`src/rtl/serial_addsub32_pkg.sv`:
```
// Shared constants for the digit-serial adder/subtractor: FSM encoding,
// default geometry and the counter-width helper.
package serial_addsub32_pkg;

  localparam logic [1:0] S_IDLE = 2'd0;
  localparam logic [1:0] S_RUN  = 2'd1;
  localparam logic [1:0] S_DONE = 2'd2;

  localparam int WIDTH_DEF = 32;
  localparam int DIGIT_DEF = 4;
  localparam int NDIGITS   = WIDTH_DEF / DIGIT_DEF;

  // A single-digit configuration still needs a 1-bit counter to stay legal.
  function automatic int cnt_width(input int nd);
    return (nd > 1) ? $clog2(nd) : 1;
  endfunction

  localparam int CNT_W = cnt_width(NDIGITS);

endpackage

```
`src/rtl/serial_addsub32_digit.sv`:
```
// DIGIT-bit combinational ripple slice; also exposes the carry into its MSB
// so the top can form signed overflow on the final digit.
module ripple_digit_adder #(
  parameter int DIGIT = 4
) (
  input  logic [DIGIT-1:0] a,
  input  logic [DIGIT-1:0] b,
  input  logic             c_in,
  output logic [DIGIT-1:0] sum,
  output logic             c_out,
  output logic             c_msb_in
);

  logic [DIGIT:0] c;

  assign c[0] = c_in;

  for (genvar i = 0; i < DIGIT; i++) begin : g_bit
    assign sum[i]   = a[i] ^ b[i] ^ c[i];
    assign c[i+1]   = (a[i] & b[i]) | (c[i] & (a[i] ^ b[i]));
  end

  assign c_out    = c[DIGIT];
  assign c_msb_in = c[DIGIT-1];

endmodule

```
`src/rtl/serial_addsub32.sv`:
```
// Digit-serial WIDTH-bit add/subtract: one DIGIT-bit slice reused LSB-first
// over WIDTH/DIGIT cycles, start/done handshake, back-to-back via start in DONE.
module serial_addsub32
  import serial_addsub32_pkg::*;
#(
  parameter int WIDTH = WIDTH_DEF,
  parameter int DIGIT = DIGIT_DEF
) (
  input  logic             clk,
  input  logic             rst_n,
  input  logic             start,
  input  logic             sub,
  input  logic [WIDTH-1:0] a,
  input  logic [WIDTH-1:0] b,
  input  logic             c_in,
  output logic             busy,
  output logic             done,
  output logic [WIDTH-1:0] sum,
  output logic             c_out,
  output logic             overflow
);

  localparam int ND = WIDTH / DIGIT;
  localparam int CW = cnt_width(ND);
  localparam logic [CW-1:0] LAST = CW'(ND - 1);

  logic [1:0]           state;
  logic [CW-1:0]        cnt;
  logic [WIDTH-1:0]     a_sh, b_sh;
  logic                 carry;
  logic [WIDTH-DIGIT-1:0] acc;
  logic [DIGIT-1:0]     dg_sum;
  logic                 dg_cout, dg_cmsb;
  logic                 accept;

  ripple_digit_adder #(.DIGIT(DIGIT)) u_digit (
    .a        (a_sh[DIGIT-1:0]),
    .b        (b_sh[DIGIT-1:0]),
    .c_in     (carry),
    .sum      (dg_sum),
    .c_out    (dg_cout),
    .c_msb_in (dg_cmsb)
  );

  assign accept = start && (state != S_RUN);
  assign busy   = (state == S_RUN);
  assign done   = (state == S_DONE);

  always_ff @(posedge clk or negedge rst_n) begin
    if (!rst_n) begin
      state    <= S_IDLE;
      cnt      <= '0;
      a_sh     <= '0;
      b_sh     <= '0;
      carry    <= 1'b0;
      acc      <= '0;
      sum      <= '0;
      c_out    <= 1'b0;
      overflow <= 1'b0;
    end else if (accept) begin
      // Subtract is a + ~b + 1: invert b once at capture, seed carry with 1.
      state <= S_RUN;
      cnt   <= '0;
      a_sh  <= a;
      b_sh  <= sub ? ~b : b;
      carry <= sub ? 1'b1 : c_in;
    end else if (state == S_RUN) begin
      a_sh  <= a_sh >> DIGIT;
      b_sh  <= b_sh >> DIGIT;
      carry <= dg_cout;
      acc   <= {dg_sum, acc[WIDTH-DIGIT-1:DIGIT]};
      if (cnt == LAST) begin
        // Results are published only here so sum stays stable through DONE/IDLE.
        state    <= S_DONE;
        sum      <= {dg_sum, acc};
        c_out    <= dg_cout;
        overflow <= dg_cout ^ dg_cmsb;
      end else begin
        cnt <= cnt + 1'b1;
      end
    end else if (state == S_DONE) begin
      state <= S_IDLE;
    end
  end

endmodule

```
`config.mk`:
```
export PLATFORM = sky130hd
export DESIGN_NAME = serial_addsub32
export DESIGN_NICKNAME = d
export VERILOG_FILES = /design/src/rtl/serial_addsub32_pkg.sv /design/src/rtl/serial_addsub32_digit.sv /design/src/rtl/serial_addsub32.sv
export SDC_FILE = /design/constraint.sdc
export NUM_CORES = 1
export LEC_CHECK = 0
export CORE_UTILIZATION = 52
export CTS_CLUSTER_DIAMETER = 50
export CTS_CLUSTER_SIZE = 8
export DETAILED_ROUTE_END_ITERATION = 7
export PLACE_DENSITY = 0.78
export SKIP_CTS_REPAIR_TIMING = 1
export SYNTH_ARGS = -nofsm -noshare
export SYNTH_HDL_FRONTEND = slang
export SYNTH_HIERARCHICAL = 1
export SYNTH_SLANG_ARGS = --single-unit
```
`constraint.sdc`:
```
create_clock -name clk -period 3 [get_ports clk]
set_input_delay 0.45 -clock clk [delete_from_list [all_inputs] [get_ports clk]]
set_output_delay 0.45 -clock clk [all_outputs]
set_load 0.02 [all_outputs]
```
# Word level (Yosys, flattened, before mapping)
# Index checks and enable logic that the tools add are counted.
dict set report totals {
  mem_count 0
  latchBits 0
  ram_bits 0
  output_inout_bits 36
  ff_bits 132
  romBits 0
}
dict set report op_classes {
  n_bitwise 23
  mux 15
  n_shift 0
  magnitude_cmp 0
  reduce_logical 7
  n_eq_ne 6
  n_mul 0
  add_sub_neg 1
  div 0
}
# cell n
set op_table {}
lappend op_table {{$mux W32} 5}
lappend op_table {{$not A32 Y32} 1}
lappend op_table {{$mux W3} 3}
lappend op_table {{$xor A1 B1 Y1} 9}
lappend op_table {{$and A1 B1 Y1} 8}
lappend op_table {{$mux W2} 4}
lappend op_table {{$reduce_and A2 Y1} 3}
lappend op_table {{$or A1 B1 Y1} 4}
lappend op_table {{$add A3 B1 Y3 const B} 1}
lappend op_table {{$eq A3 B3 Y1 const B} 1}
lappend op_table {{$mux W1} 3}
lappend op_table {{$ne A3 B1 Y1 const B} 1}
lappend op_table {{$reduce_and A3 Y1} 1}
lappend op_table {{$reduce_bool A3 Y1} 1}
lappend op_table {{$eq A2 B1 Y1 const B} 1}
lappend op_table {{$eq A2 B2 Y1 const B} 1}
lappend op_table {{$ne A2 B1 Y1 const B} 1}
lappend op_table {{$ne A2 B2 Y1 const B} 1}
lappend op_table {{$reduce_bool A2 Y1} 1}
lappend op_table {{$logic_and A1 B1 Y1} 1}
lappend op_table {{$not A1 Y1} 1}

# Depth between registers and ports, before layout
dict set report logic_depth {
  depth_word 11
  ltp_mapped 8
}

# By module
# The synthesis kept the hierarchy.
# mod cells_per_inst seq_area_each_um2 area_each_um2 n_inst
set modules_own_cells {}
lappend modules_own_cells {serial_addsub32 445 3303.2 5596.6 1}
lappend modules_own_cells {ripple_digit_adder 12 0.0 110.1 1}

# Least setup slack after synthesis
# No wires, ideal clock.
dict set report synth_timing {
  kind {reg2reg}
  startpoint {register a_sh[0]}
  endpoint {register acc[27]}
  slack_ns 0.823
  n_path_buf 0
  stages_incl_launch_ff 8
  t_arrival_ns 2.052
  t_required_ns 2.875
  path_cell_list {dfrtp_1 -> fa_1 -> inv_1 -> fa_1 -> fa_1 -> inv_1 -> fa_1 -> mux2_2}
}
dict set report synth_via {
  elab_chain_cells 8
  elab_cells_between_ends 9
  classes_between {bitwise (9)}
}
# element line_no
set synth_rtl {}
lappend synth_rtl {{start: declaration} serial_addsub32.sv:29} ;# logic [WIDTH-1:0] a_sh, b_sh;
lappend synth_rtl {{start signal: assignment} serial_addsub32.sv:68} ;# a_sh <= a_sh >> DIGIT;
lappend synth_rtl {{$xor A1 B1 Y1} serial_addsub32_digit.sv:20} ;# assign c[i+1] = (a[i] & b[i]) | (c[i] & (a[i] ^ b[i]));
lappend synth_rtl {{$and A1 B1 Y1} serial_addsub32_digit.sv:20}
lappend synth_rtl {{$or A1 B1 Y1 *} serial_addsub32_digit.sv:20}
lappend synth_rtl {{$and A1 B1 Y1 *} serial_addsub32_digit.sv:20}
lappend synth_rtl {{$or A1 B1 Y1 *} serial_addsub32_digit.sv:20}
lappend synth_rtl {{$and A1 B1 Y1 *} serial_addsub32_digit.sv:20}
lappend synth_rtl {{$or A1 B1 Y1 *} serial_addsub32_digit.sv:20}
lappend synth_rtl {{named net dg_cmsb} serial_addsub32.sv:33} ;# logic dg_cout, dg_cmsb;
lappend synth_rtl {{$xor A1 B1 Y1 *} serial_addsub32_digit.sv:19} ;# assign sum[i] = a[i] ^ b[i] ^ c[i];
lappend synth_rtl {{named net dg_sum[3]} serial_addsub32.sv:32} ;# logic [DIGIT-1:0] dg_sum;
lappend synth_rtl {{end signal: assignment} serial_addsub32.sv:71} ;# acc <= {dg_sum, acc[WIDTH-DIGIT-1:DIGIT]};
lappend synth_rtl {{end: declaration} serial_addsub32.sv:31} ;# logic [WIDTH-DIGIT-1:0] acc;
# Mark *: on every way through the listed nets, which the timed path passes. The rest lies on a longest branch.
# A chain may end at the register's enable or synchronous reset.

# Worst setup path after layout
dict set report layout_timing {
  startpoint {register state[1]}
  endpoint {output busy}
}
dict set report layout_via {
  elab_chain_cells 1
}
# element line_no
set layout_rtl {}
lappend layout_rtl {{start: declaration} serial_addsub32.sv:27} ;# logic [1:0] state;
lappend layout_rtl {{start signal: assignment} serial_addsub32.sv:51} ;# state <= S_IDLE;
lappend layout_rtl {{start signal: assignment} serial_addsub32.sv:62} ;# state <= S_RUN;
lappend layout_rtl {{start signal: assignment} serial_addsub32.sv:74} ;# state <= S_DONE;
lappend layout_rtl {{$eq A2 B1 Y1} serial_addsub32.sv:46} ;# assign busy = (state == S_RUN);
lappend layout_rtl {{end: declaration} serial_addsub32.sv:16} ;# output logic busy,
# No other way between the ends.

==> summary.md <==
| Metric | Value |
|---|---|
| Run status | finished clean |
| Ys flop type | dfrtp_1 |
| Multiplexer area fraction after synthesis | 12.7% |
| Setup crit end kind | output pin |
| Hold crit path type | input pin to asynchronous set/reset pin |
| Final setup viols | 0 |
| CP max stage delay | 650 ps |
| Total negative slack | 0 ps |
| Register area share after synthesis | 57.9% |
| Final Max Slew Viols | 0 |
| Relative slew slack | between 40% and 50% |
| Die W | 107 um |
| Worst VDD drop | 0.000633 V |
| Port Buffer Count | 104 |
| Final net count | 634 |
| #FFs+latches synth | 132 |
| Post-synth EDFFs | 0 |
| Routed via count | approximately 3800 |
| First-pass GRT wire length | roughly 19 mm |
| Yosys top cell by area | dfrtp_1 |
| Drt total wl | 11.2 mm |
| FF-to-FF Start | b_sh[0] |
| I/O Pins | 105 |
| Gr usage total | a little over a fifth |
| Fmax achieved | just over 0.4 GHz |
| Row cnt | 37 |
| Post-synth top area share | 57.9% |
| DRT antenna net count | 0 |
| Commonest non-fill, non-tap cell in the layout | dfrtp_1 |
| HPWL Detailed | between 7 and 8 mm |
| Filler cells | 758 |
| Total grt overflow | 0 |
| Slew at the pin closest to its max-slew limit | between 800 and 900 ps |
| Reg2reg end | acc[27] |
| RSZ-0062 raised after global routing | no |
| Post-route minimum period | 2410 ps |
| Share of cells above drive strength 1 | 19.0% |
| Crit Path Class | flop to output pin |
| XOR/XNOR Fraction of Synth Area | approximately 5.1% |
| CORE AREA | about 0.010 sq mm |
| WL/cell | 15.9 um |
| Fin util | 71.0% |
| Register clock-pin slew on the reported worst setup and hold paths | 60 ps |
| Crit path arrival time | between 1500 and 2000 ps |
| Yosys Warn Count | 6 |
| Vias in the first global route | about 3800 |
| Syn Nets | 535 |
| Synth Area in Adders | between 2 and 2.5% |
| Synthesized area | between 0.005 and 0.006 sq mm |
| H-tree levels | 4 |
| Reg2Reg Setup Slack | 700 ps |
| Largest net degree at the start of global routing | 68 |
| Initial Util | 54.5% |
| Clock Root Buffer | clkbuf_8 |
| Drt initial violations | 184 |
| Cell leakage power | 3.37 nW |
| Post-Synthesis Cells | around 460 |
| Chip height | around 110 um |
| DR pass1 iterations | 4 |
| CTS tree | yes |
| Hold Vio Cnt, Final | 0 |
| Antenna violations before repair | 0 |
| Main combinational cell family by area after synthesis | multiplexers |
| Vias/cell | 5.41 |
| Startpoint types | flop |
| Crit path cell chain | inv_1 -> ha_2 -> clkdlybuf4s50_1 |
| Synth Area in Compound Gates | 11.1% |
| Later-pin clock latency in the skew report | 520 ps |
| R2R cell count | 7 |
| Final GP Congestion | 0.756 |
| Max FO, Critical Path | 7 |
| Final period utilization | 80.2% |
| Num CTS Buffers | 17 |
| Clock buffer depth | 2 |
| Commonest non-fill, non-tap cells in the layout | 132 x dfrtp_1, 102 x clkdlybuf4s50_1, 63 x mux2_2 |
| Synth async-reset ratio | 100% |
| PwrDens | 1020 mW/mm^2 |
| Yosys cell types | 26 |
| Max-Cap Viols | 0 |
| Die area | between 0.01 and 0.015 sq mm |
| Syn avg cell area | 12.5 sq um |
| Dominant cells by area after synthesis | dfrtp_1 58%, mux2_2 12%, xnor2_1 5.1% |
| Worst Path Required | 2550 ps |
| DRC viols | 0 |
| Critical-path top delay cell | clkdlybuf4s50_1 |
| Clock Skews | 10.4 ps |
| P&R area growth vs syn | 30.1% |
| CTS Sinks | 132 |
| Ant. Diodes | 0 |
| Synth Area in Simple Gates | 6.64% |
## metal layers
layer	part of all wire, %	wire length, um	global-route usage [%]	up-vias
met1	43	4870	27.8	1904
li1	-	-	-	1792
met5	0	0	0	-
met2	51	5760	35.5	106
met3	4.2	472	5.71	10
met4	0.96	108	7.05	0
## metrics by stage
stage	instance area [sq um]	hold WS, ps	cells	total power, mW	setup WS [ps]
after global placement	6810	459	672	5.38	694
final	7420	479	704	7.57	593
after floorplan	5710	154	457	4.71	823
after detailed placement	6810	458	672	5.52	635
after global routing	7420	500	704	8.04	501
after CTS	7410	-63.9	703	7.63	577
## worst max-delay path, delay by kind of cell, from the launching register on
kind | cells | cell delay [ps]
DFF | 1 | 380
buffers and inverters | 2 | 760
adders and majority gates | 1 | 310
## sequential cells by signal (all words and copies together) (netlist names)
register,flops
a_sh,32
cnt,3
sum,32
carry,1
acc,28
state,2
overflow,1
c_out,1
b_sh,32
## Yosys cell counts, types with 4 or more instances
library cell / instances
nand2_1: 60
a22oi_1: 28
a211oi_1: 4
inv_1: 12
dfrtp_1: 132
a221o_1: 28
clkbuf_1: 6
nor2_1: 35
fa_1: 4
a22o_1: 7
buf_2: 21
xnor2_1: 33
mux2_2: 63
ha_1: 5
buf_6: 4
## area by class of cell
cell class / instances / area, sq um / share of cell area (%)
sequential: 132 / 3300 / 44.5
tap: 136 / 170 / 2.29
clock buffer: 18 / 428 / 5.76
inverter: 12 / 45.0 / 0.607
clock inverter: 13 / 174 / 2.34
multi-input combinational: 280 / 2180 / 29.4
timing repair buffer: 113 / 1120 / 15.1
## kinds of logic after synthesis
kind of cell    count (synthesis)
compound gates                 76
buf+inv                        45
fa+ha+maj                       9
mux                            64
simple gates                   98
flops                         132
xor+xnor                       33
## worst max path at each step
stage                        start       end  slack [ps]
final                     state[1]      busy         590
after global routing      state[1]      busy         500
after CTS                 state[1]      busy         580
after detailed placement     start  b_sh[14]         640
after global placement       start  b_sh[25]         690
after floorplan            a_sh[0]   acc[27]         820
## power breakdown
group | switching, mW | leakage, nW | internal (mW)
clock | 0.784 | 0.285 | 1.30
sequential | 0.481 | 1.68 | 2.54
combinational | 1.19 | 1.40 | 1.28
Power figures use the tool's default switching activity.
